### src/rtl/lm07_pkg.sv
// Shared types and constants for the LM07 temperature-sensor reader.
`timescale 1ns/1ps
package lm07_pkg;

    typedef enum logic [1:0] {
        ST_IDLE  = 2'd0,
        ST_SETUP = 2'd1,
        ST_SHIFT = 2'd2,
        ST_LATCH = 2'd3
    } lm07_state_e;

    localparam int FRAME_BITS_DEF = 16;
    localparam int SHREG_W        = 16;
    // Integer-temperature byte inside the received word
    localparam int TEMP_HI        = 15;
    localparam int TEMP_LO        = 8;

endpackage

### src/rtl/lm07_sck_gen.sv
// SCK divider: counts half-periods while enabled and toggles SCK when allowed,
// flagging the cycle in which SCK will rise or fall at the next edge.
`timescale 1ns/1ps
module lm07_sck_gen #(
    parameter int HALF_DIV = 1
) (
    input  logic clk,
    input  logic rst,
    input  logic en,
    input  logic toggle_en,
    output logic sck,
    output logic half_s,
    output logic rise_s,
    output logic fall_s
);

    localparam int DIV_W = (HALF_DIV > 1) ? $clog2(HALF_DIV) : 1;
    localparam logic [DIV_W-1:0] DIV_LAST = DIV_W'(HALF_DIV - 1);

    logic [DIV_W-1:0] div_r;
    logic             sck_r;

    assign half_s = en && (div_r == DIV_LAST);
    assign rise_s = half_s && toggle_en && !sck_r;
    assign fall_s = half_s && toggle_en && sck_r;
    assign sck    = sck_r;

    // Half-period divider and SCK toggle register; idles low when disabled
    always_ff @(posedge clk or posedge rst) begin
        if (rst) begin
            div_r <= '0;
            sck_r <= 1'b0;
        end else if (!en) begin
            div_r <= '0;
            sck_r <= 1'b0;
        end else begin
            if (half_s) begin
                div_r <= '0;
            end else begin
                div_r <= div_r + DIV_W'(1);
            end
            if (half_s && toggle_en) begin
                sck_r <= ~sck_r;
            end else begin
                sck_r <= sck_r;
            end
        end
    end

endmodule

### src/rtl/lm07_read.sv
// LM07 3-wire reader: frames CS, clocks 16 bits in on SIO, latches the integer
// temperature byte and multiplexes two hex digits onto a 7-segment display.
`timescale 1ns/1ps
module lm07_read
    import lm07_pkg::*;
#(
    parameter int HALF_DIV   = 1,
    parameter int FRAME_BITS = FRAME_BITS_DEF,
    parameter int GAP_CYCLES = 4,
    parameter int REFRESH_W  = 4
) (
    input  logic       SYSCLK,
    input  logic       RSTN,
    input  logic       SIO,
    output logic       CS,
    output logic       SEL0,
    output logic       SEL1,
    output logic       SCK,
    output logic [7:0] data_latched,
    output logic [3:0] displayLSB,
    output logic [3:0] displayMSB
);

    localparam int GAP_W = (GAP_CYCLES > 1) ? $clog2(GAP_CYCLES) : 1;
    localparam logic [GAP_W-1:0] GAP_LAST = GAP_W'(GAP_CYCLES - 1);
    localparam int BIT_W = $clog2(FRAME_BITS + 1);
    localparam logic [BIT_W-1:0] BIT_LAST = BIT_W'(FRAME_BITS);

    lm07_state_e          state_r;
    lm07_state_e          state_next;
    logic [GAP_W-1:0]     gap_r;
    logic [BIT_W-1:0]     bitcnt_r;
    logic [SHREG_W-1:0]   shreg_r;
    logic [7:0]           data_latched_r;
    logic                 cs_r;
    logic                 sel0_r;
    logic                 sel1_r;
    logic [REFRESH_W-1:0] refresh_r;
    logic                 sck_en_s;
    logic                 sck_tog_s;
    logic                 sck_s;
    logic                 half_s;
    logic                 rise_s;
    logic                 fall_s;

    lm07_sck_gen #(
        .HALF_DIV (HALF_DIV)
    ) u_sck_gen (
        .clk       (SYSCLK),
        .rst       (RSTN),
        .en        (sck_en_s),
        .toggle_en (sck_tog_s),
        .sck       (sck_s),
        .half_s    (half_s),
        .rise_s    (rise_s),
        .fall_s    (fall_s)
    );

    // Next-state decode; the divider runs through SETUP so its half-period times CS lead-in
    always_comb begin
        state_next = state_r;
        sck_en_s   = 1'b0;
        sck_tog_s  = 1'b0;
        case (state_r)
            ST_IDLE: begin
                if (gap_r == GAP_LAST) begin
                    state_next = ST_SETUP;
                end else begin
                    state_next = ST_IDLE;
                end
            end
            ST_SETUP: begin
                sck_en_s = 1'b1;
                if (half_s) begin
                    state_next = ST_SHIFT;
                end else begin
                    state_next = ST_SETUP;
                end
            end
            ST_SHIFT: begin
                sck_en_s  = 1'b1;
                sck_tog_s = 1'b1;
                if (fall_s && (bitcnt_r == BIT_LAST)) begin
                    state_next = ST_LATCH;
                end else begin
                    state_next = ST_SHIFT;
                end
            end
            ST_LATCH: begin
                state_next = ST_IDLE;
            end
            default: begin
                state_next = ST_IDLE;
            end
        endcase
    end

    // FSM state register
    always_ff @(posedge SYSCLK or posedge RSTN) begin
        if (RSTN) begin
            state_r <= ST_IDLE;
        end else begin
            state_r <= state_next;
        end
    end

    // Inter-frame gap counter, only advancing while idle
    always_ff @(posedge SYSCLK or posedge RSTN) begin
        if (RSTN) begin
            gap_r <= '0;
        end else if (state_r == ST_IDLE) begin
            if (gap_r == GAP_LAST) begin
                gap_r <= '0;
            end else begin
                gap_r <= gap_r + GAP_W'(1);
            end
        end else begin
            gap_r <= '0;
        end
    end

    // Receive path: SIO is sampled at the edge where SCK goes high
    always_ff @(posedge SYSCLK or posedge RSTN) begin
        if (RSTN) begin
            bitcnt_r <= '0;
            shreg_r  <= '0;
        end else if (state_r == ST_SETUP) begin
            bitcnt_r <= '0;
            shreg_r  <= shreg_r;
        end else if (rise_s) begin
            bitcnt_r <= bitcnt_r + BIT_W'(1);
            shreg_r  <= {shreg_r[SHREG_W-2:0], SIO};
        end else begin
            bitcnt_r <= bitcnt_r;
            shreg_r  <= shreg_r;
        end
    end

    // Result latch, written only once a complete frame has been shifted in
    always_ff @(posedge SYSCLK or posedge RSTN) begin
        if (RSTN) begin
            data_latched_r <= 8'h00;
        end else if (state_r == ST_LATCH) begin
            data_latched_r <= shreg_r[TEMP_HI:TEMP_LO];
        end else begin
            data_latched_r <= data_latched_r;
        end
    end

    // Chip select, registered from the next state so it aligns with the FSM
    always_ff @(posedge SYSCLK or posedge RSTN) begin
        if (RSTN) begin
            cs_r <= 1'b1;
        end else begin
            cs_r <= !((state_next == ST_SETUP) || (state_next == ST_SHIFT));
        end
    end

    // Digit refresh: the two selects swap on every counter wrap
    always_ff @(posedge SYSCLK or posedge RSTN) begin
        if (RSTN) begin
            refresh_r <= '0;
            sel0_r    <= 1'b1;
            sel1_r    <= 1'b0;
        end else begin
            refresh_r <= refresh_r + REFRESH_W'(1);
            if (refresh_r == {REFRESH_W{1'b1}}) begin
                sel0_r <= sel1_r;
                sel1_r <= sel0_r;
            end else begin
                sel0_r <= sel0_r;
                sel1_r <= sel1_r;
            end
        end
    end

    assign CS           = cs_r;
    assign SCK          = sck_s;
    assign SEL0         = sel0_r;
    assign SEL1         = sel1_r;
    assign data_latched = data_latched_r;
    assign displayLSB   = data_latched_r[3:0];
    assign displayMSB   = data_latched_r[7:4];

endmodule

### config.mk
export PLATFORM = sky130hd
export DESIGN_NAME = lm07_read
export DESIGN_NICKNAME = d
export VERILOG_FILES = /design/src/rtl/lm07_pkg.sv /design/src/rtl/lm07_sck_gen.sv /design/src/rtl/lm07_read.sv
export SDC_FILE = /design/constraint.sdc
export NUM_CORES = 1
export LEC_CHECK = 0
export ABC_CLOCK_PERIOD_IN_PS = 2900
export BUFFER_PORTS_ARGS = -buffer_cell sky130_fd_sc_hd__buf_2
export CORE_ASPECT_RATIO = 1.4
export CORE_MARGIN = 1.5
export CORE_UTILIZATION = 35
export CTS_BUF_LIST = sky130_fd_sc_hd__clkbuf_8
export DETAILED_ROUTE_END_ITERATION = 12
export HOLD_SLACK_MARGIN = 0.03
export PLACE_DENSITY_LB_ADDON = 0.08
export SLEW_MARGIN = 20
export SYNTH_ARGS = -nofsm -noshare
export SYNTH_HDL_FRONTEND = slang
export SYNTH_SLANG_ARGS = --single-unit
### constraint.sdc
create_clock -name SYSCLK -period 2.9 [get_ports SYSCLK]
set_clock_uncertainty 0.2 [all_clocks]
set_input_delay 0.145 -clock SYSCLK [delete_from_list [all_inputs] [get_ports SYSCLK]]
set_output_delay 0.145 -clock SYSCLK [all_outputs]
set_load 0.005 [all_outputs]
==> results of run 1 <==
-- cell usage after synthesis (all sizes together) --
cell type,n
nand3b,2
inv,6
nor4,1
o32ai,1
conb,1
nor2b,4
buf,11
a31o,1
nand4b,1
ha,8
a21oi,2
nor2,7
and4bb,1
a21o,1
and2,1
nand4,2
nand2b,2
nor3,1
mux2i,3
nand2,2
o31a,1
clkbuf,1
xnor2,2
nand3,2
dfrtp,40
dfstp,2
xor2,1
mux2,28
-- power by group through the flow --
stage / clock network, W / logic [W] / registers [W]
floorplan: 0 / 0.000278 / 0.000697
detailed placement: 0 / 0.000347 / 0.000707
CTS: 0.000402 / 0.000354 / 0.000696
global route: 0.000427 / 0.000387 / 0.000706
finish: 0.000385 / 0.000344 / 0.000694
global placement: 0 / 0.000341 / 0.000704
-- registers in the layout, summed over array words and instances, names as in the netlist --
signal and cells:
SEL1 1, SEL0 1, u_sck_gen.div_r 1, gap_r 2, u_sck_gen.sck 1, refresh_r 4
shreg_r 16, bitcnt_r 5, state_r 2, data_latched 8, CS 1
-- worst max-delay path by stage --
stage                        endpoint            startpoint  slack, ns  cells after the start
3_5_place_dp   shreg_r[6]$_DFFE_PP0P_  state_r[0]$_DFF_PP0_       0.83                      6
4_1_cts        shreg_r[6]$_DFFE_PP0P_  state_r[0]$_DFF_PP0_       0.82                      6
5_1_grt        shreg_r[5]$_DFFE_PP0P_  state_r[0]$_DFF_PP0_       0.72                      6
6_report       shreg_r[6]$_DFFE_PP0P_  state_r[0]$_DFF_PP0_       0.84                      6
3_3_place_gp   shreg_r[7]$_DFFE_PP0P_  state_r[0]$_DFF_PP0_       0.91                      6
2_1_floorplan  shreg_r[0]$_DFFE_PP0P_  state_r[0]$_DFF_PP0_       0.94                      6
-- metal layers --
metal	global-route usage (%)	vias to the layer above	wire length (um)
li1	-	490	-
met4	4.688	0	45
met5	0	-	0
met2	17.60	17	1399
met1	14.10	504	1287
met3	3.379	4	77
-- logic make-up after synthesis --
family,after synthesis,share of synthesized area [%]
DFF,42,55.39
adders and majority gates,8,5.263
muxes,31,20.13
other,1,0.1972
and+or+nand+nor,26,9.014
AOI/OAI and AO/OA,6,2.369
xor gates and xnor gates,3,1.382
buffers and inverters,18,6.249
-- stage by stage --
stage,hold WS [ns],instances,setup slack [ns]
after floorplan,0.09306,135,0.9365
after global placement,-0.008724,213,0.9130
after detailed placement,0.005938,213,0.8317
after CTS,0.2419,223,0.8183
after global routing,0.2588,223,0.7151
final,0.2223,223,0.8423
-- critical path: stages, from the launching register on --
cell and delay (ns):
dfrtp_1 0.42, inv_1 0.08, ha_1 0.37, nand3b_4 0.11, nor3_4 0.11, buf_4 0.29
mux2_2 0.37
-- what timing repair did --
| item | 4_1_cts | 5_1_grt |
|---|---|---|
| hold endpoints to repair | 12 | 0 |
| gates resized for setup | 0 | 0 |
| hold buffers | 2 | 0 |
-- area by class of cell --
class / count / area, um2
timing repair buffer: 26 / 145.1
multi-input combinational: 75 / 729.5
clock buffer: 6 / 82.58
sequential: 42 / 1054
inverter: 6 / 22.52
clock inverter: 2 / 12.51
tap: 66 / 82.58
fill: 500 / 3069
==> impl_metrics.csv, run 1 <==
group,metric,value,unit
status,status,"completed",
cts,post_cts_buffers,0,
sta,timing.final.crit_share,70.96,%
logic_synthesis,syn_avg_cell_area,14.09,um2
sta,setup_tns,0,ns
final_layout,final_common_cell,"dfrtp_1",
cts,root_buffer,"clkbuf_8",
logic_synthesis,yosysTopAreaCell,"dfrtp_1",
sta,setup_violations,0,
worst_setup_path,regToRegStartpoint,"state_r[0]$_DFF_PP0_",
grt,grt_max_degree,30,
worst_setup_path,timing.rr.end,"shreg_r[6]$_DFFE_PP0P_",
routing,ant_nets,0,
cts,numCtsBuffers,5,
logic_synthesis,ys_seq_elements,42,
cts,clock_path_buffers,2,
placed_design,gp_congestion,0.6513,
grt,antenna_found_initial,0,
grt,grt_pass1_vias,1073,
floorplan,die_width,65.30,um
routing,firstDrtPassIters,2,
logic_synthesis,syn_nets,146,
power_and_ir_drop,power,0.001423,W
power_and_ir_drop,power_density,668.6,mW/mm2
power_and_ir_drop,power.internal,0.0009946,W
routing,wl_per_cell,12.60,um
worst_setup_path,start_kind,"flop",
placed_design,dp_hpwl,1990,um
logic_synthesis,synth_cells,135,
floorplan,io_pins,23,
routing,vias,1015,
grt,grt_pass1_wl,5085,um
logic_synthesis,ys_seq_area_share,55.39,%
worst_setup_path,arrival,2.03,ns
worst_setup_path,r2r_slack,0.84,ns
worst_hold_path,hp-class,"in -> async",
logic_synthesis,synth_area,0.001902,mm2
sta,finalMaxSlewViolations,0,
routing,wirelength,2810,um
worst_setup_path,cp_data_required_time,2.87,ns
placed_design,io_buffers,22,
final_layout,fin_util,40.95,%
final_layout,final_area,0.002128,mm2
power_and_ir_drop,ir_worst_vdd,0.4036,mV
sta,rsz0062_at_grt,"no",
cts,tritoncts,"yes",
final_layout,nNetsFinal,167,
cts,cts.sinks,42,
worst_setup_path,endpoint_kind,"flop",
routing,route.detailed.drc,0,
grt,gr-usage-all-layers,11.18,%
final_layout,drive_gt1_share,40.76,%
power_and_ir_drop,leakagePower,1.107,nW
floorplan,die_area,0.005891,mm2
routing,drt-initial-drc-count,20,
power_and_ir_drop,clock_power_share,27.0,%
grt,grt_overflow,0,
final_layout,final_cell_mix,"dfrtp_1, buf_2, mux2_2, mux2_4, ha_1",
floorplan,row_count,31,
final_layout,diodes,0,
logic_synthesis,ys_top_cells_by_area,"dfrtp_1, mux2_2, mux2_4",
sta,hold_violations,0,
sta,fmax,486.0,MHz
logic_synthesis,synth.top_cell.area_share,52.63,%
run,cap_violations,0,
cts,cts_htree_levels,2,
logic_synthesis,ys_types,33,
cts,clk_pin_slew,0.08,ns
worst_setup_path,reg2reg_depth,6,
worst_setup_path,path_max_fanout,16,
power_and_ir_drop,swShare,30.11,%
sta,finalCriticalPeriod,2.058,ns
routing,via_per_inst,4.552,
cts,clk_latency,0.28,ns
logic_synthesis,yosys_warnings,0,
placed_design,postPlaceCellArea,0.002013,mm2
floorplan,core,0.005197,mm2
power_and_ir_drop,p_sw,0.0004285,W
floorplan,die-height,90.22,um
power_and_ir_drop,pwr-share-comb,24.2,%
worst_setup_path,crit_type,"reg -> reg",
power_and_ir_drop,sequentialPowerShare,48.8,%
final_layout,area.growth.synth_to_final,11.91,%
floorplan,start_util,36.59,%
No activity file was read; power rests on OpenSTA's default activity.
==> run 2, diff against run 1 <==
--- a/config.mk
+++ b/config.mk
@@ -5,7 +5,7 @@
 export SDC_FILE = /design/constraint.sdc
 export NUM_CORES = 1
 export LEC_CHECK = 0
-export ABC_CLOCK_PERIOD_IN_PS = 2900
+export ABC_CLOCK_PERIOD_IN_PS = 2100
 export BUFFER_PORTS_ARGS = -buffer_cell sky130_fd_sc_hd__buf_2
 export CORE_ASPECT_RATIO = 1.4
 export CORE_MARGIN = 1.5
==> constraint.sdc (replaced) <==
create_clock -name SYSCLK -period 2.1 [get_ports SYSCLK]
set_clock_uncertainty 0.2 [all_clocks]
set_input_delay 0.105 -clock SYSCLK [delete_from_list [all_inputs] [get_ports SYSCLK]]
set_output_delay 0.105 -clock SYSCLK [all_outputs]
set_load 0.005 [all_outputs]
==> run 2 against run 1 <==
Register-to-register slack lost 0.72 ns. Routed wire length grew 1.9%. Sequential share of layout area decreased by 0.46 points. Setup slack got worse by 0.72 ns. Final cell count is 0.45% higher. Critical endpoint is now shreg_r[5]$_DFFE_PP0P_.
==> impl_metrics.csv, run 2 (synthesized netlist as in run 1, its figures left out) <==
group,metric,value,unit
status,status,"completed",
floorplan,core,0.005197,mm2
routing,ant_nets,0,
placed_design,gp_congestion,0.7048,
routing,vias,1060,
worst_setup_path,arrival,1.96,ns
grt,antenna_found_initial,0,
sta,rsz0062_at_grt,"no",
worst_setup_path,crit_type,"reg -> reg",
final_layout,final_cell_mix,"dfrtp_1, buf_2, mux2_2, mux2_4, ha_1",
sta,setup_violations,0,
sta,layout_setup_ws,0.1184,ns
final_layout,drive_gt1_share,41.77,%
final_layout,nFillCells,510,
floorplan,row_count,31,
cts,numCtsBuffers,5,
run,cap_violations,0,
power_and_ir_drop,leakagePower,1.112,nW
routing,wirelength,2863,um
worst_setup_path,slowest_stage,"dfrtp_1",
cts,root_buffer,"clkbuf_8",
cts,clock_path_buffers,2,
final_layout,diodes,0,
power_and_ir_drop,power_density,927.5,mW/mm2
power_and_ir_drop,ir_worst_vdd,0.4647,mV
cts,cts_htree_levels,2,
sta,slew_headroom,65.44,%
worst_setup_path,crit_chain,"inv_1 > ha_1 > nand3b_4 > nor3_4 > buf_12 > mux2_2",
placed_design,io_buffers,22,
worst_setup_path,path_max_fanout,16,
routing,wl_per_cell,12.78,um
final_layout,area.growth.synth_to_final,12.96,%
worst_setup_path,start_kind,"flop",
worst_setup_path,critPathTopFamily,"flip-flops",
grt,gr-usage-all-layers,11.36,%
worst_setup_path,critPathMaxStageDelay,0.41,ns
cts,clk_pin_slew,0.08,ns
cts,clk_latency,0.29,ns
worst_setup_path,path_depth,6,
worst_setup_path,reg2reg_depth,6,
sta,fmax,504.7,MHz
floorplan,die-height,90.22,um
grt,grt_overflow,0,
sta,worst_pin_slew,0.5184,ns
placed_design,dp_hpwl,1978,um
routing,via_per_inst,4.732,
worst_setup_path,cp_data_required_time,2.08,ns
worst_hold_path,min_path_cells,1,
sta,finalCriticalPeriod,1.982,ns
placed_design,post-place-ws,0.1081,ns
floorplan,io_pins,23,
final_layout,largest_reg_flops,16,
cts,cts.sinks,42,
routing,firstDrtPassIters,3,
routing,route.detailed.drc,0,
final_layout,largest-register,"shreg_r",
floorplan,start_util,36.59,%
cts,tritoncts,"yes",
final_layout,seqCellArea,0.001054,mm2
grt,grt_max_degree,43,
final_layout,nNetsFinal,168,
grt,grt_pass1_wl,5154,um
grt,grt_pass1_vias,1089,
sta,hold_violations,0,
routing,drt-initial-drc-count,39,
cts,post_cts_buffers,0,
floorplan,die_width,65.30,um
final_layout,multi_input_area,729.5,um2
final_layout,fin_cells,224,
floorplan,die_area,0.005891,mm2
worst_setup_path,cp_num_buf_inv,2,
worst_setup_path,endpoint_kind,"flop",
worst_hold_path,hp-class,"reg -> reg",
placed_design,place_inst,214,
sta,timing.final.crit_share,94.36,%
sta,setup_tns,0,ns
sta,finalMaxSlewViolations,0,
final_layout,final_common_cell,"dfrtp_1",
run 2: final timing paths:
check | to | start | slack [ns]
setup reg to reg | shreg_r[5]$_DFFE_PP0P_ | state_r[0]$_DFF_PP0_ | 0.12
setup / recovery | shreg_r[5]$_DFFE_PP0P_ | state_r[0]$_DFF_PP0_ | 0.12
min in group asynchronous | refresh_r[1]$_DFF_PP0_ | RSTN | 0.29
hold / removal | gap_r[0]$_DFF_PP0_ | gap_r[0]$_DFF_PP0_ | 0.24
max in group asynchronous | CS$_DFF_PP1_ | RSTN | 1.05
hold reg to reg | gap_r[0]$_DFF_PP0_ | gap_r[0]$_DFF_PP0_ | 0.24
run 2: what timing repair did:
item,CTS,global route
setup endpoints to repair,0,2
hold endpoints to repair,41,0
hold buffers,2,0
gates resized for setup,0,1
run 2: final cells by class:
class	instances	share of cell area [%]
multi-input combinational	75	33.95
tap	66	3.844
clock buffer	6	3.844
clock inverter	2	0.5824
timing repair buffer	27	7.688
sequential	42	49.04
inverter	6	1.048
run 2: worst reg2reg max path: cells and delay by family, from the launching register on:
kind                     cells  cell delay, ns
buffers and inverters        2            0.27
adder cells (fa/ha/maj)      1            0.36
AND/OR/NAND/NOR              2            0.28
flip-flops                   1            0.41
multiplexers                 1            0.34
run 2: per-stage QoR:
step / hold slack, ns / utilization [%] / power, W / cell area [um2]
after floorplan: 0.05306 / - / 0.001347 / 1902
after global placement: 0.04886 / 39.12 / 0.001451 / 2033
after detailed placement: 0.06896 / 39.12 / 0.001476 / 2033
after CTS: 0.2457 / 41.33 / 0.002031 / 2148
after global routing: 0.2625 / 41.33 / 0.002126 / 2148
final: 0.2381 / 41.33 / 0.001993 / 2148
run 2: layer usage:
metal  share of wire (%)  track usage, %
met1                  44           13.84
met5                   0               0
met3                 3.3           3.004
met4                 2.4           5.729
met2                  51           18.20
run 2: power breakdown:
part / total, W / switching, W / internal [W]
logic: 0.000497 / 0.000269 / 0.000228
registers: 0.000962 / 0.0000666 / 0.000895
clock network: 0.000534 / 0.000270 / 0.000264
